`src/rtl/div_sequencer_pkg.sv`:
```
// Shared encodings for the RV32M divide sequencer: opcodes, FSM states and op decode helpers.
package div_sequencer_pkg;

  localparam int unsigned DIV_OP_W  = 2;
  localparam int unsigned DIVSQ_W   = 3;

  typedef enum logic [DIV_OP_W-1:0] {
    DIV_OP_DIV  = 2'b00,
    DIV_OP_DIVU = 2'b01,
    DIV_OP_REM  = 2'b10,
    DIV_OP_REMU = 2'b11
  } div_op_e;

  typedef enum logic [DIVSQ_W-1:0] {
    DIVSQ_IDLE  = 3'd0,
    DIVSQ_SETUP = 3'd1,
    DIVSQ_ITER  = 3'd2,
    DIVSQ_FIXUP = 3'd3,
    DIVSQ_DONE  = 3'd4
  } divsq_state_e;

  function automatic logic op_is_signed(input div_op_e op);
    return (op == DIV_OP_DIV) || (op == DIV_OP_REM);
  endfunction

  function automatic logic op_is_rem(input div_op_e op);
    return (op == DIV_OP_REM) || (op == DIV_OP_REMU);
  endfunction

endpackage

```
`src/rtl/div_step.sv`:
```
// One radix-2 restoring division step on the {rem,quo} pair.
module div_step #(
  parameter int unsigned XLEN = 32
) (
  input  logic [XLEN-1:0] rem,
  input  logic [XLEN-1:0] quo,
  input  logic [XLEN-1:0] divisor,
  output logic [XLEN-1:0] rem_next,
  output logic [XLEN-1:0] quo_next
);

  logic [XLEN:0] shifted;
  logic [XLEN:0] trial;
  logic          fits;

  always_comb begin
    shifted = {rem, quo[XLEN-1]};
    trial   = shifted - {1'b0, divisor};
    // A set top bit in the shifted remainder already exceeds any XLEN-bit divisor.
    fits    = shifted[XLEN] | ~trial[XLEN];
    if (fits) begin
      rem_next = trial[XLEN-1:0];
      quo_next = {quo[XLEN-2:0], 1'b1};
    end else begin
      rem_next = shifted[XLEN-1:0];
      quo_next = {quo[XLEN-2:0], 1'b0};
    end
  end

endmodule

```
`src/rtl/div_sequencer.sv`:
```
// Multi-cycle DIV/DIVU/REM/REMU unit for the EX stage: restoring shift-subtract loop
// with RISC-V sign and divide-by-zero/overflow handling; busy stalls the pipeline.
module div_sequencer
  import div_sequencer_pkg::*;
#(
  parameter int unsigned XLEN = 32
) (
  input  logic            CLK,
  input  logic            RESET,
  input  logic            start,
  input  logic [1:0]      op,
  input  logic [XLEN-1:0] rs1,
  input  logic [XLEN-1:0] rs2,
  input  logic            flush,
  output logic            busy,
  output logic            done,
  output logic [XLEN-1:0] result
);

  localparam int unsigned CNT_W = $clog2(XLEN) + 1;
  localparam logic [XLEN-1:0] MIN_NEG = {1'b1, {(XLEN-1){1'b0}}};

  divsq_state_e    state_q, state_d;
  div_op_e         op_q, op_d;
  logic [XLEN-1:0] a_q, a_d;
  logic [XLEN-1:0] b_q, b_d;
  logic [XLEN-1:0] dvs_q, dvs_d;
  logic [XLEN-1:0] quo_q, quo_d;
  logic [XLEN-1:0] rem_q, rem_d;
  logic [XLEN-1:0] result_q, result_d;
  logic [CNT_W-1:0] cnt_q, cnt_d;
  logic            negq_q, negq_d;
  logic            negr_q, negr_d;
  logic            busy_q, busy_d;
  logic            done_q, done_d;

  logic            is_signed_c, is_rem_c;
  logic            a_neg_c, b_neg_c, div_zero_c, ovf_c, special_c;
  logic [XLEN-1:0] a_abs_c, b_abs_c, special_res_c;
  logic [XLEN-1:0] rem_step_c, quo_step_c, quo_fix_c, rem_fix_c;

  div_step #(.XLEN(XLEN)) u_step (
    .rem      (rem_q),
    .quo      (quo_q),
    .divisor  (dvs_q),
    .rem_next (rem_step_c),
    .quo_next (quo_step_c)
  );

  // Operand decode: magnitudes, sign flags and special-case result from latched operands.
  always_comb begin
    is_signed_c   = op_is_signed(op_q);
    is_rem_c      = op_is_rem(op_q);
    a_neg_c       = is_signed_c & a_q[XLEN-1];
    b_neg_c       = is_signed_c & b_q[XLEN-1];
    a_abs_c       = a_neg_c ? (~a_q + XLEN'(1)) : a_q;
    b_abs_c       = b_neg_c ? (~b_q + XLEN'(1)) : b_q;
    div_zero_c    = (b_q == '0);
    ovf_c         = is_signed_c && (a_q == MIN_NEG) && (b_q == '1);
    special_c     = div_zero_c | ovf_c;
    if (div_zero_c) begin
      special_res_c = is_rem_c ? a_q : '1;
    end else begin
      special_res_c = is_rem_c ? '0 : MIN_NEG;
    end
    quo_fix_c     = negq_q ? (~quo_q + XLEN'(1)) : quo_q;
    rem_fix_c     = negr_q ? (~rem_q + XLEN'(1)) : rem_q;
  end

  always_ff @(posedge CLK) begin
    if (RESET) begin
      state_q  <= DIVSQ_IDLE;
      op_q     <= DIV_OP_DIV;
      a_q      <= '0;
      b_q      <= '0;
      dvs_q    <= '0;
      quo_q    <= '0;
      rem_q    <= '0;
      result_q <= '0;
      cnt_q    <= '0;
      negq_q   <= 1'b0;
      negr_q   <= 1'b0;
      busy_q   <= 1'b0;
      done_q   <= 1'b0;
    end else begin
      state_q  <= state_d;
      op_q     <= op_d;
      a_q      <= a_d;
      b_q      <= b_d;
      dvs_q    <= dvs_d;
      quo_q    <= quo_d;
      rem_q    <= rem_d;
      result_q <= result_d;
      cnt_q    <= cnt_d;
      negq_q   <= negq_d;
      negr_q   <= negr_d;
      busy_q   <= busy_d;
      done_q   <= done_d;
    end
  end

  // Next-state logic; flush overrides every transition.
  always_comb begin
    state_d = state_q;
    case (state_q)
      DIVSQ_IDLE:  if (start) state_d = DIVSQ_SETUP;
      DIVSQ_SETUP: state_d = special_c ? DIVSQ_DONE : DIVSQ_ITER;
      DIVSQ_ITER:  if (cnt_q == CNT_W'(XLEN - 1)) state_d = DIVSQ_FIXUP;
      DIVSQ_FIXUP: state_d = DIVSQ_DONE;
      DIVSQ_DONE:  state_d = start ? DIVSQ_SETUP : DIVSQ_IDLE;
      default:     state_d = DIVSQ_IDLE;
    endcase
    if (flush) state_d = DIVSQ_IDLE;
  end

  // Datapath and registered status outputs.
  always_comb begin
    op_d     = op_q;
    a_d      = a_q;
    b_d      = b_q;
    dvs_d    = dvs_q;
    quo_d    = quo_q;
    rem_d    = rem_q;
    result_d = result_q;
    cnt_d    = cnt_q;
    negq_d   = negq_q;
    negr_d   = negr_q;
    case (state_q)
      DIVSQ_IDLE, DIVSQ_DONE: begin
        if (start) begin
          op_d = div_op_e'(op);
          a_d  = rs1;
          b_d  = rs2;
        end
      end
      DIVSQ_SETUP: begin
        negq_d = a_neg_c ^ b_neg_c;
        negr_d = a_neg_c;
        dvs_d  = b_abs_c;
        if (special_c) begin
          result_d = special_res_c;
        end else begin
          rem_d = '0;
          quo_d = a_abs_c;
          cnt_d = '0;
        end
      end
      DIVSQ_ITER: begin
        rem_d = rem_step_c;
        quo_d = quo_step_c;
        cnt_d = cnt_q + CNT_W'(1);
      end
      DIVSQ_FIXUP: result_d = is_rem_c ? rem_fix_c : quo_fix_c;
      default: ;
    endcase
    if (flush) result_d = result_q;
    busy_d = (state_d == DIVSQ_SETUP) || (state_d == DIVSQ_ITER) || (state_d == DIVSQ_FIXUP);
    done_d = (state_d == DIVSQ_DONE);
  end

  assign busy   = busy_q;
  assign done   = done_q;
  assign result = result_q;

endmodule

```
`config.mk`:
```
export PLATFORM = sky130hd
export DESIGN_NAME = div_sequencer
export DESIGN_NICKNAME = d
export VERILOG_FILES = /design/src/rtl/div_sequencer_pkg.sv /design/src/rtl/div_step.sv /design/src/rtl/div_sequencer.sv
export SDC_FILE = /design/constraint.sdc
export NUM_CORES = 1
export LEC_CHECK = 0
export BUFFER_PORTS_ARGS = -buffer_cell sky130_fd_sc_hd__buf_2
export CAP_MARGIN = 20
export CORE_MARGIN = 10
export CORE_UTILIZATION = 49
export CTS_CLUSTER_DIAMETER = 30
export CTS_CLUSTER_SIZE = 14
export DETAILED_ROUTE_END_ITERATION = 10
export PLACE_DENSITY = 0.67
export SYNTH_ARGS = -nofsm -noshare
export SYNTH_HDL_FRONTEND = slang
export SYNTH_SLANG_ARGS = --single-unit
```
`constraint.sdc`:
```
create_clock -name CLK -period 3.53 [get_ports CLK]
set_input_delay 0.8825 -clock CLK [delete_from_list [all_inputs] [get_ports CLK]]
set_output_delay 0.8825 -clock CLK [all_outputs]
set_load 0.05 [all_outputs]
```
# Yosys cells after proc, flatten, opt, wreduce, memory -nomap -nowiden
# Index checks and enable logic that the tools add are counted.
# word_totals
ff_bits,207
output_inout_bits,34
elab_cells,84
# classes
add_sub_neg,6
eq_ne,15
mux,24
bitwise_logic,11
n_reduce_logical,15
# ops
operator,count
$mux 32,12
$pmux 32 s2,3
$add 32x1->32 const B,4
$not 32->32,4
$eq 32x32->1 const B,2
$sub 33x32->33,1
$logic_not 32->1,1
$pmux 3 s5,1
$eq 3x2->1 const B,4
$mux 3,4
$pmux 6 s2,1
$add 6x1->6 const B,1
$eq 3x1->1 const B,2
$eq 3x3->1 const B,2
$eq 6x5->1 const B,1
$mux 6,1
$eq 2x2->1 const B,2
$logic_or 1x1->1,4
$ne 2x2->1 const B,2
$reduce_and 2->1,2
$reduce_bool 2->1,2
$logic_not 3->1,1
$reduce_and 3->1,1
$and 1x1->1,2
7 further kinds,11

# Longest topological paths before layout
# Gate-level depths: netlist of the first run.
# depth
depth_word,11
mapped_depth,14
depth_no_buf,13

# Modules after synthesis
# From an unflattened synthesis of the first run, not the netlist that was laid out.
# hier_totals
hier_cells,1883
area_unflattened_um2,13850.8
# by_module_without_submodules
module,instances,cells_per_inst,area_each_um2,seq_area_each_um2
div_sequencer,1,1517,11499.8,4144.0
div_step,1,366,2351.0,0.0

# Worst setup path before layout of the first run
# OpenSTA, ideal clock, no wires.
# synth_path
path_type,reg2reg
from,reg quo_q[31]
to,reg quo_q[0]
t_arrival_ns,2.971
required_ns,3.402
path_slack_ns,0.432
stages_incl_launch_ff,14
period_less_slack_ns,3.098
cell_sequence,dfxtp_1 > inv_1 > ha_1 > inv_1 > fa_1 > a211oi_1 > o21ai_0 > o2111ai_1 > a21oi_1 > a211oi_1 > a21oi_2 > clkbuf_1 > a222oi_1 > nor2_1
# synth_via
elab_chain_len,5
# synth_lines
element,line_no,rtl
from (decl),div_sequencer.sv:28,"logic [XLEN-1:0] quo_q, quo_d;"
from (signal assigned),div_sequencer.sv:91,quo_q <= quo_d;
$sub 33x32->33,div_step.sv:18,"trial = shifted - {1'b0, divisor};"
$not 1->1,div_step.sv:20,fits = shifted[XLEN] | ~trial[XLEN];
$or 1x1->1,div_step.sv:20,
$mux 1,div_step.sv:21,if (fits) begin
$pmux 32 s2,div_sequencer.sv:128,case (state_q)
# No other way between the ends.
# A chain may end at the register's enable or synchronous reset.

# Worst setup path in the final report of the first run
# layout_path
from,reg rem_q[6]
to,reg result_q[29] (netlist: result[29])
# layout_via
elab_chain_len,5
# layout_lines
element,line_no,rtl
from (decl),div_sequencer.sv:29,"logic [XLEN-1:0] rem_q, rem_d;"
from (signal assigned),div_sequencer.sv:92,rem_q <= rem_d;
$not 32->32,div_sequencer.sv:67,rem_fix_c = negr_q ? (~rem_q + XLEN'(1)) : rem_q;
$add 32x1->32,div_sequencer.sv:67,
$mux 32,div_sequencer.sv:67,
$mux 32,div_sequencer.sv:153,DIVSQ_FIXUP: result_d = is_rem_c ? rem_fix_c : quo_fix_c;
$pmux 32 s2,div_sequencer.sv:128,
to (signal assigned),div_sequencer.sv:93,result_q <= result_d;
to (decl),div_sequencer.sv:30,"logic [XLEN-1:0] result_q, result_d;"
# No other way between the ends.

==> results of run 1 <==
-- kinds of logic (layout without fill, tap and decap cells) --
family                   after synthesis  in the layout
flip-flops                           207            207
XOR/XNOR                             143            143
adder cells (fa/ha/maj)               39             39
AO/OA/AOI/OAI                        473            473
other                                  0              1
buffers and inverters                157            310
AND/OR/NAND/NOR                      634            634
multiplexers                          21             21
-- worst paths after layout --
path	slack, ns	startpoint	cells after the start	to
min	0.44	result[23]	2	result[23]
max	0.23	rem_q[6]	8	result[29]
max reg2reg	0.23	rem_q[6]	8	result[29]
min reg2reg	0.44	result[23]	2	result[23]
-- critical path, cell delays in order (launching register included) --
cell,delay (ns)
dfxtp_1,0.38
or4_4,0.60
nor4_4,0.27
nand4_1,0.28
or4_1,0.61
o41ai_1,0.36
xnor2_1,0.11
a211oi_1,0.48
nor3_1,0.10
-- registers in the layout, indices dropped and copies added, names as in the netlist --
name and cells:
a_q 32, b_q 32, busy 1, cnt_q 6, done 1, dvs_q 32, negq_q 1, negr_q 1
op_q 2, quo_q 32, rem_q 32, result 32, state_q 3
-- timing repair --
action / 4_1_cts / 5_1_grt
resized for setup: 0 / 3
endpoints found under the hold margin: 0 / 0
endpoints found under the setup margin: 0 / 23
-- layer usage --
layer | wire length (um) | vias to the layer above | part of all wire | global-route usage
li1 | - | 6182 | - | -
met1 | 18400 | 5951 | 0.46 | 0.328
met2 | 17300 | 528 | 0.43 | 0.350
met3 | 3640 | 53 | 0.091 | 0.0586
met4 | 669 | 0 | 0.017 | 0.0582
met5 | 0 | - | 0 | 0
-- where the power goes --
| group | switching (W) | internal (W) |
|---|---|---|
| clock | 0.00141 | 0.00305 |
| combinational | 0.000645 | 0.000423 |
| sequential | 0.000121 | 0.00243 |
| total | 0.00217 | 0.00590 |
-- synth_stat cells, types with 3 or more instances --
master / count / share of area
a22o_1: 3 / 0.0021
nor3_1: 27 / 0.011
clkbuf_1: 78 / 0.023
a211oi_1: 35 / 0.021
o21bai_1: 3 / 0.0018
inv_1: 55 / 0.017
and3_1: 8 / 0.0040
a32oi_1: 8 / 0.0056
o2111ai_1: 14 / 0.0098
nand4_1: 17 / 0.0085
o21ai_0: 105 / 0.042
buf_2: 15 / 0.0060
o41ai_1: 17 / 0.012
nor2_1: 183 / 0.055
or4_1: 11 / 0.0066
xnor2_1: 78 / 0.055
a21oi_1: 168 / 0.067
a221oi_1: 22 / 0.015
o21a_1: 4 / 0.0024
ha_1: 38 / 0.038
or3_1: 12 / 0.0060
nor2b_1: 11 / 0.0055
nand3_1: 22 / 0.0088
o31a_1: 3 / 0.0021
o31ai_1: 18 / 0.011
or2_2: 3 / 0.0015
a2111oi_0: 6 / 0.0042
nand2b_1: 12 / 0.0060
xor2_1: 65 / 0.046
a22oi_1: 4 / 0.0024
nand2_1: 297 / 0.089
and2_1: 5 / 0.0025
mux2i_1: 21 / 0.017
a31oi_1: 5 / 0.0025
o211ai_1: 21 / 0.013
o221ai_1: 5 / 0.0035
dfxtp_1: 207 / 0.33
buf_1: 7 / 0.0021
nor4_1: 14 / 0.0070
a311oi_1: 7 / 0.0049
a21o_1: 11 / 0.0066
-- cell type report --
| cell class | count | share of cell area |
|---|---|---|
| antenna | 1 | 0.000164 |
| clock buffer | 59 | 0.0854 |
| clock inverter | 27 | 0.0224 |
| inverter | 56 | 0.0138 |
| multi-input combinational | 1310 | 0.509 |
| sequential | 207 | 0.272 |
| tap | 330 | 0.0271 |
| timing repair buffer | 168 | 0.0701 |
-- through the flow --
stage / total power, W / setup slack [ns] / hold slack, ns / util / instances
final: 0.00807 / 0.231 / 0.437 / 0.607 / 2158
after global routing: 0.00836 / 0.0229 / 0.464 / 0.607 / 2157
after CTS: 0.00809 / 0.158 / 0.441 / 0.606 / 2157
after detailed placement: 0.00363 / 0.212 / 0.436 / 0.541 / 2071
after global placement: 0.00362 / 0.146 / 0.428 / 0.541 / 2071
after floorplan: 0.00330 / 0.432 / 0.432 / - / 1674
==> impl_metrics.ini, run 1 <==
[status]
status = finished clean

[die]
core_area_mm2 = 0.0251
dieArea_mm2 = 0.0323
rows = 58
io_pins = 104
start_util = 0.497
die_w_um = 180
die_y_um = 180

[synthesis]
async_flop_share = 0
synth_fp_nets = 1783
synth-seq-cells = 207
synth_flop_cell = dfxtp_1
synthAdderAreaFrac = 0.0397
yosysWarnings = 0
netlist_instances = 1674
synth_cell_types = 67
synth-compound-area-share = 0.241
syn-mean-instance-area_um2 = 7.46
synth_edf_count = 0
synthXorXnorAreaFrac = 0.100
muxShareOfSynthArea = 0.0168
synth_seq_area_share = 0.332
synth-simple-area-share = 0.221
synth_top_family_by_area = compound AO/OA/AOI/OAI gates
synth_area_mm2 = 0.0125

[layout]
seqCellArea_mm2 = 0.00414
layout_common_cells = nand2_1, dfxtp_1, nor2_1, a21oi_1, o21ai_0
final_common_cell = nand2_1
fillers = 2337
drive_above_1_share = 0.147
fin_nets = 1898
fin_area_mm2 = 0.0152
syn_to_final_growth_pct = 22.0
multi_input_area_mm2 = 0.00776

[sta]
tightest_slew_ns = 0.897
setup_viol = 0
hold_violations = 0
slew_violations = 0
fin_skew_ns = 0.0230
period_share = 0.934
grt_setup_unrepaired = no
period_needed_ns = 3.30
tns_ns = 0
slew_headroom = 0.402
fmaxAchievable_ghz = 0.303

[clocking]
clk_pin_slew_ns = 0.05
hold_buffers = 0
cts_tree = done
post_cts_buffers = 0
htree_levels = 2
clk_latency_ns = 0.54
cts-root-buf = clkbuf_16
numCtsBuffers = 46
clock_path_buffers = 3
cts.sinks = 207

[route]
drt_iter0_drc = 1227
drc_errors = 0
wl_mm = 40.0
first_pass_iters = 6
routedWlPerCell_um = 18.6
vias = 12714
ant_nets = 0
routed_via_density = 5.89

[global_routing]
grt_use_total = 0.234
grt_max_degree = 65
grt_pass1_vias = 11656
grt_pass1_wl_mm = 63.7
grt_overflow = 0
antenna_found_initial = 0

[power_and_ir_drop]
power.density_mw_per_mm2 = 530
power_leakage_nw = 6.11
irDropWorstVdd_uv = 430

[critical_path]
critPathCaptureType = flop
crit_type = flop to flop
critPathArrivalTime_ns = 3.69
startpoint_type = flop
cp.required_ns = 3.92
critPathMaxFanout = 8

[placed_design]
place_congestion = 0.983
dpl.hpwl_mm = 29.8
place_area_mm2 = 0.0136
port_buffers = 103

[min_path]
hold_class = flop to flop

[flow_run]
cap_violations = 0
Power figures use the tool's default switching activity.
==> run 2, diff against run 1 <==
ABC_AREA = 1   (was default)
==> run 2 against run 1 <==
Effect of this change: non-clock buffer count shrank 45; maximum frequency grew 6.4%; cell count grew 31%; utilization shrank 2.5 points; largest power group unchanged; highest routed layer unchanged.
==> impl_metrics.ini, run 2 <==
[status]
status = finished clean

[clocking]
numCtsBuffers = 49
htree_levels = 2
post_cts_buffers = 0
clk_pin_slew_ns = 0.05
cts_tree = done
hold_buffers = 0
cts_resized = 0
cts-root-buf = clkbuf_16
clock_path_buffers = 3
clk_latency_ns = 0.55
cts.sinks = 207

[flow_run]
cap_violations = 0

[layout]
syn_to_final_growth_pct = 17.2
fillers = 2936
seqCellArea_mm2 = 0.00415
layout_common_cells = nand2_1, inv_1, nor2_1, a21oi_1, o21ai_0
final_common_cell = nand2_1
drive_above_1_share = 0.0999
diodes = 0
fin_nets = 2524
fin_area_mm2 = 0.0167
multi_input_area_mm2 = 0.00864

[synthesis]
synth_area_mm2 = 0.0143
synth_seq_area_share = 0.290
netlist_instances = 2342
synth_flop_cell = dfxtp_1
synth_edf_count = 0
synth-seq-cells = 207
async_flop_share = 0
yosysWarnings = 0
synth_top_area_frac = 0.290
yosys.area.top_type = dfxtp_1
synth_fp_nets = 2451
syn-mean-instance-area_um2 = 6.09
ys_top_cells_by_area = dfxtp_1, nand2_1, a21oi_1
yosysMostFrequentCell = nand2_1
synth_cell_types = 50
synth_common_cells = nand2_1, inv_1, nor2_1

[min_path]
min_to = result[28]
worstHoldPathCells = 2
hp-start = result[28]
hold_class = flop to flop

[sta]
period_needed_ns = 3.10
timing.hold.ws_ns = 0.456
hold_violations = 0
tightest_slew_ns = 1.07
fmaxAchievable_ghz = 0.323
setup_viol = 0
period_share = 0.878
fin_skew_ns = 0.0290
fin_ws_ns = 0.429
tns_ns = 0
slew_violations = 0
grt_setup_unrepaired = no
slew_headroom = 0.290

[die]
io_pins = 104
rows = 62
die_w_um = 191
die_y_um = 191
dieArea_mm2 = 0.0363
core_area_mm2 = 0.0287
start_util = 0.497

[route]
drc_errors = 0
ant_nets = 0
routedWlPerCell_um = 18.7
wl_mm = 53.0
drt_iter0_drc = 1757
routed_via_density = 5.73
first_pass_iters = 6
vias = 16244

[critical_path]
cpPeakStageDelay_ns = 0.33
crit_type = flop to flop
critPathArrivalTime_ns = 3.54
r2r_setup_slack_ns = 0.43
path_cells = inv_1 > ha_1 > nand3_1 > nor2_1 > nand2_1 > nor2_1 > nand3_1 > nand3_2 > nand2_2 > clkinv_2 > buf_4 > nand2_1 > a21oi_1
r2r_end = rem_q[13]
critPathMaxFanout = 22
startpoint_type = flop
slowest_stage = clkinv_2
critPathCaptureType = flop
rr_worst_depth = 13
timing.rr.start = a_q[0]
cp.required_ns = 3.97

[power_and_ir_drop]
power_leakage_nw = 7.94
power.share.clock = 0.524
irDropWorstVdd_uv = 367
swShare = 0.303
p_sw_w = 0.00266
p_int_w = 0.00613
seqPwrFrac = 0.293
power.density_mw_per_mm2 = 526
combPwrFrac = 0.183

[global_routing]
grt_pass1_vias = 14851
busiest_layer = met1
grt_overflow = 0
grt_util_met2 = 0.400
grt_max_degree = 97
grt_use_total = 0.283
antenna_found_initial = 0
grtUsageMet1 = 0.410
grt_use_met3 = 0.0666
grt_pass1_wl_mm = 82.8

[placed_design]
place_area_mm2 = 0.0150
dp_slack_ns = 0.534
port_buffers = 103
place_congestion = 0.987
dpl.hpwl_mm = 40.6
run 2: changes by cell type after synthesis, moves of 30 or more:
cell / change
nand2_1: +227
inv_1: +220
nand3_1: +200
o21ai_0: +129
a21oi_1: +81
nor2_1: +69
xnor2_1: -63
a211oi_1: -30
run 2: worst max path at each step:
stage	start	to	slack (ns)
after floorplan	quo_q[31]	quo_q[0]	1.30
after global placement	a_q[0]	rem_q[6]	0.56
after detailed placement	a_q[0]	rem_q[18]	0.53
after CTS	a_q[0]	rem_q[17]	0.50
after global routing	quo_q[31]	quo_q[0]	0.18
final	a_q[0]	rem_q[13]	0.43
run 2: final cells by class:
type | count | share of cell area
tap | 384 | 0.0287
clock inverter | 22 | 0.0191
timing repair buffer | 123 | 0.0400
clock buffer | 66 | 0.0838
sequential | 207 | 0.248
multi-input combinational | 1752 | 0.517
inverter | 282 | 0.0634
run 2: metrics by stage:
step / total power [W] / util / std cells
floorplan: 0.00371 / - / 2342
global placement: 0.00417 / 0.523 / 2748
detailed placement: 0.00417 / 0.523 / 2748
CTS: 0.00878 / 0.582 / 2836
global route: 0.00913 / 0.582 / 2836
finish: 0.00879 / 0.582 / 2836
run 2: cells by family (layout without fill, tap and decap cells):
family                     Yosys count  in the layout  share of synthesized area
xor gates and xnor gates            62             62                     0.0381
adders and majority gates           39             39                     0.0347
and+or+nand+nor                   1106           1106                      0.332
buffers and inverters              383            493                      0.105
AOI/OAI and AO/OA                  545            545                      0.200
DFF                                207            207                      0.290
run 2: power by group through the flow:
stage / registers (W) / clock network, W / logic, W
after floorplan: 0.00261 / 0 / 0.00110
after global placement: 0.00261 / 0 / 0.00156
after detailed placement: 0.00261 / 0 / 0.00156
after CTS: 0.00257 / 0.00464 / 0.00157
after global routing: 0.00259 / 0.00476 / 0.00178
final: 0.00258 / 0.00461 / 0.00161
run 2: critical path, delay by kind of cell (launching register included):
kind                       cells  cell delay [ns]
AOI/OAI and AO/OA              1             0.16
adders and majority gates      1             0.22
buffers and inverters          3             0.84
DFF                            1             0.31
and+or+nand+nor                8             1.46
run 2: routing by layer:
layer / share of wire / wire length, um
met3: 0.10 / 5560
met1: 0.46 / 24500
met5: 0 / 0
met2: 0.40 / 21400
met4: 0.030 / 1610
==> run 3, diff against run 2 <==
CTS_BUF_LIST = sky130_fd_sc_hd__clkbuf_16   (was default)
==> run 3 against run 2 <==
Effect of this change: clock power is 6.1% lower; critical path type unchanged; hold slack is essentially flat; global-route usage hardly changed; die area did not move; critical endpoint is now rem_q[17]; clock skew is 0.0011 ns higher; sequential power barely moved; wire length is 0.36% lower.
==> impl_metrics.ini, run 3 (synthesis results as in run 2) <==
[sta]
slew_violations = 0
setup_viol = 0
fmaxAchievable_ghz = 0.322
timing.hold.ws_ns = 0.456
grt_setup_unrepaired = no
slew_headroom = 0.283
period_needed_ns = 3.11
fin_skew_ns = 0.0301
tightest_slew_ns = 1.07
hold_violations = 0
tns_ns = 0
period_share = 0.880

[route]
first_pass_iters = 7
routedWlPerCell_um = 18.6
drc_errors = 0
vias = 16137
wl_mm = 52.8
ant_nets = 0
routed_via_density = 5.69
drt_iter0_drc = 1716

[placed_design]
port_buffers = 103
dpl.hpwl_mm = 40.6
place_congestion = 0.987

[flow_run]
cap_violations = 0

[layout]
syn_to_final_growth_pct = 16.4
fillers = 2960
layout_common_cells = nand2_1, inv_1, nor2_1, a21oi_1, o21ai_0
fin_nets = 2524
drive_above_1_share = 0.0954
final_util = 0.579
multi_input_area_mm2 = 0.00864
seqCellArea_mm2 = 0.00415
diodes = 0
final_common_cell = nand2_1

[critical_path]
cp.required_ns = 3.97
crit_type = flop to flop
slowest_stage = clkinv_2
critPathMaxFanout = 22
critPathArrivalTime_ns = 3.55
startpoint_type = flop
cpPeakStageDelay_ns = 0.33
critPathCaptureType = flop
path_cells = inv_1 > ha_1 > nand3_1 > nor2_1 > nand2_1 > nor2_1 > nand3_1 > nand3_2 > nand2_2 > clkinv_2 > buf_4 > nand2_1 > a21oi_1

[clocking]
clk_latency_ns = 0.55
clock_path_buffers = 3
numCtsBuffers = 49
cts_resized = 0
htree_levels = 2
cts.sinks = 207
clk_pin_slew_ns = 0.05
hold_buffers = 0
cts-root-buf = clkbuf_16
post_cts_buffers = 0
cts_tree = done

[global_routing]
grt_pass1_vias = 14858
antenna_found_initial = 0
grt_max_degree = 97
grt_overflow = 0
grt_use_total = 0.283
grt_pass1_wl_mm = 82.7

[min_path]
hold_class = flop to flop

[status]
status = finished clean

[power_and_ir_drop]
power.density_mw_per_mm2 = 513
power_w = 0.00851
power_leakage_nw = 7.90
irDropWorstVdd_uv = 367

[die]
die_w_um = 191
start_util = 0.497
rows = 62
core_area_mm2 = 0.0287
die_y_um = 191
io_pins = 104
dieArea_mm2 = 0.0363
## run 3: worst max-delay path: cells and delay by family, from the launching register on
family | cells | cell delay [ns]
AND/OR/NAND/NOR | 8 | 1.45
buffers and inverters | 3 | 0.85
flip-flops | 1 | 0.31
adder cells (fa/ha/maj) | 1 | 0.22
AO/OA/AOI/OAI | 1 | 0.15
## run 3: area by class of cell
class | instances | share of cell area
Multi-Input combinational cell | 1752 | 0.521
Sequential cell | 207 | 0.250
Clock buffer | 49 | 0.0738
Inverter | 282 | 0.0638
Timing Repair Buffer | 123 | 0.0402
Tap cell | 384 | 0.0289
Clock inverter | 39 | 0.0231
## run 3: path summary, 6_finish.rpt
check,slack [ns],cells after the start,start,to
min reg2reg,0.46,2,result[28],result[28]
max,0.42,13,a_q[0],rem_q[17]
min,0.46,2,result[28],result[28]
max reg2reg,0.42,13,a_q[0],rem_q[17]
## run 3: routing by layer
metal  vias up  track usage  routed length, um
met5         -            0                  0
li1       7886            -                  -
met3        97       0.0651               5210
met4         0       0.0942               1550
met2       767        0.398              21300
met1      7387        0.411              24700
## run 3: power by group
group,switching (W),internal [W],leakage (nW),total [W]
clock,0.00139,0.00294,0.800,0.00433
sequential,0.000122,0.00246,1.69,0.00258
combinational,0.00112,0.000475,5.41,0.00160
## run 3: stage by stage
step | cells | setup slack (ns) | instance area [um2]
after floorplan | 2342 | 1.30 | 14300
after global placement | 2748 | 0.559 | 15000
after detailed placement | 2748 | 0.534 | 15000
after CTS | 2836 | 0.497 | 16600
after global routing | 2836 | 0.185 | 16600
final | 2836 | 0.424 | 16600
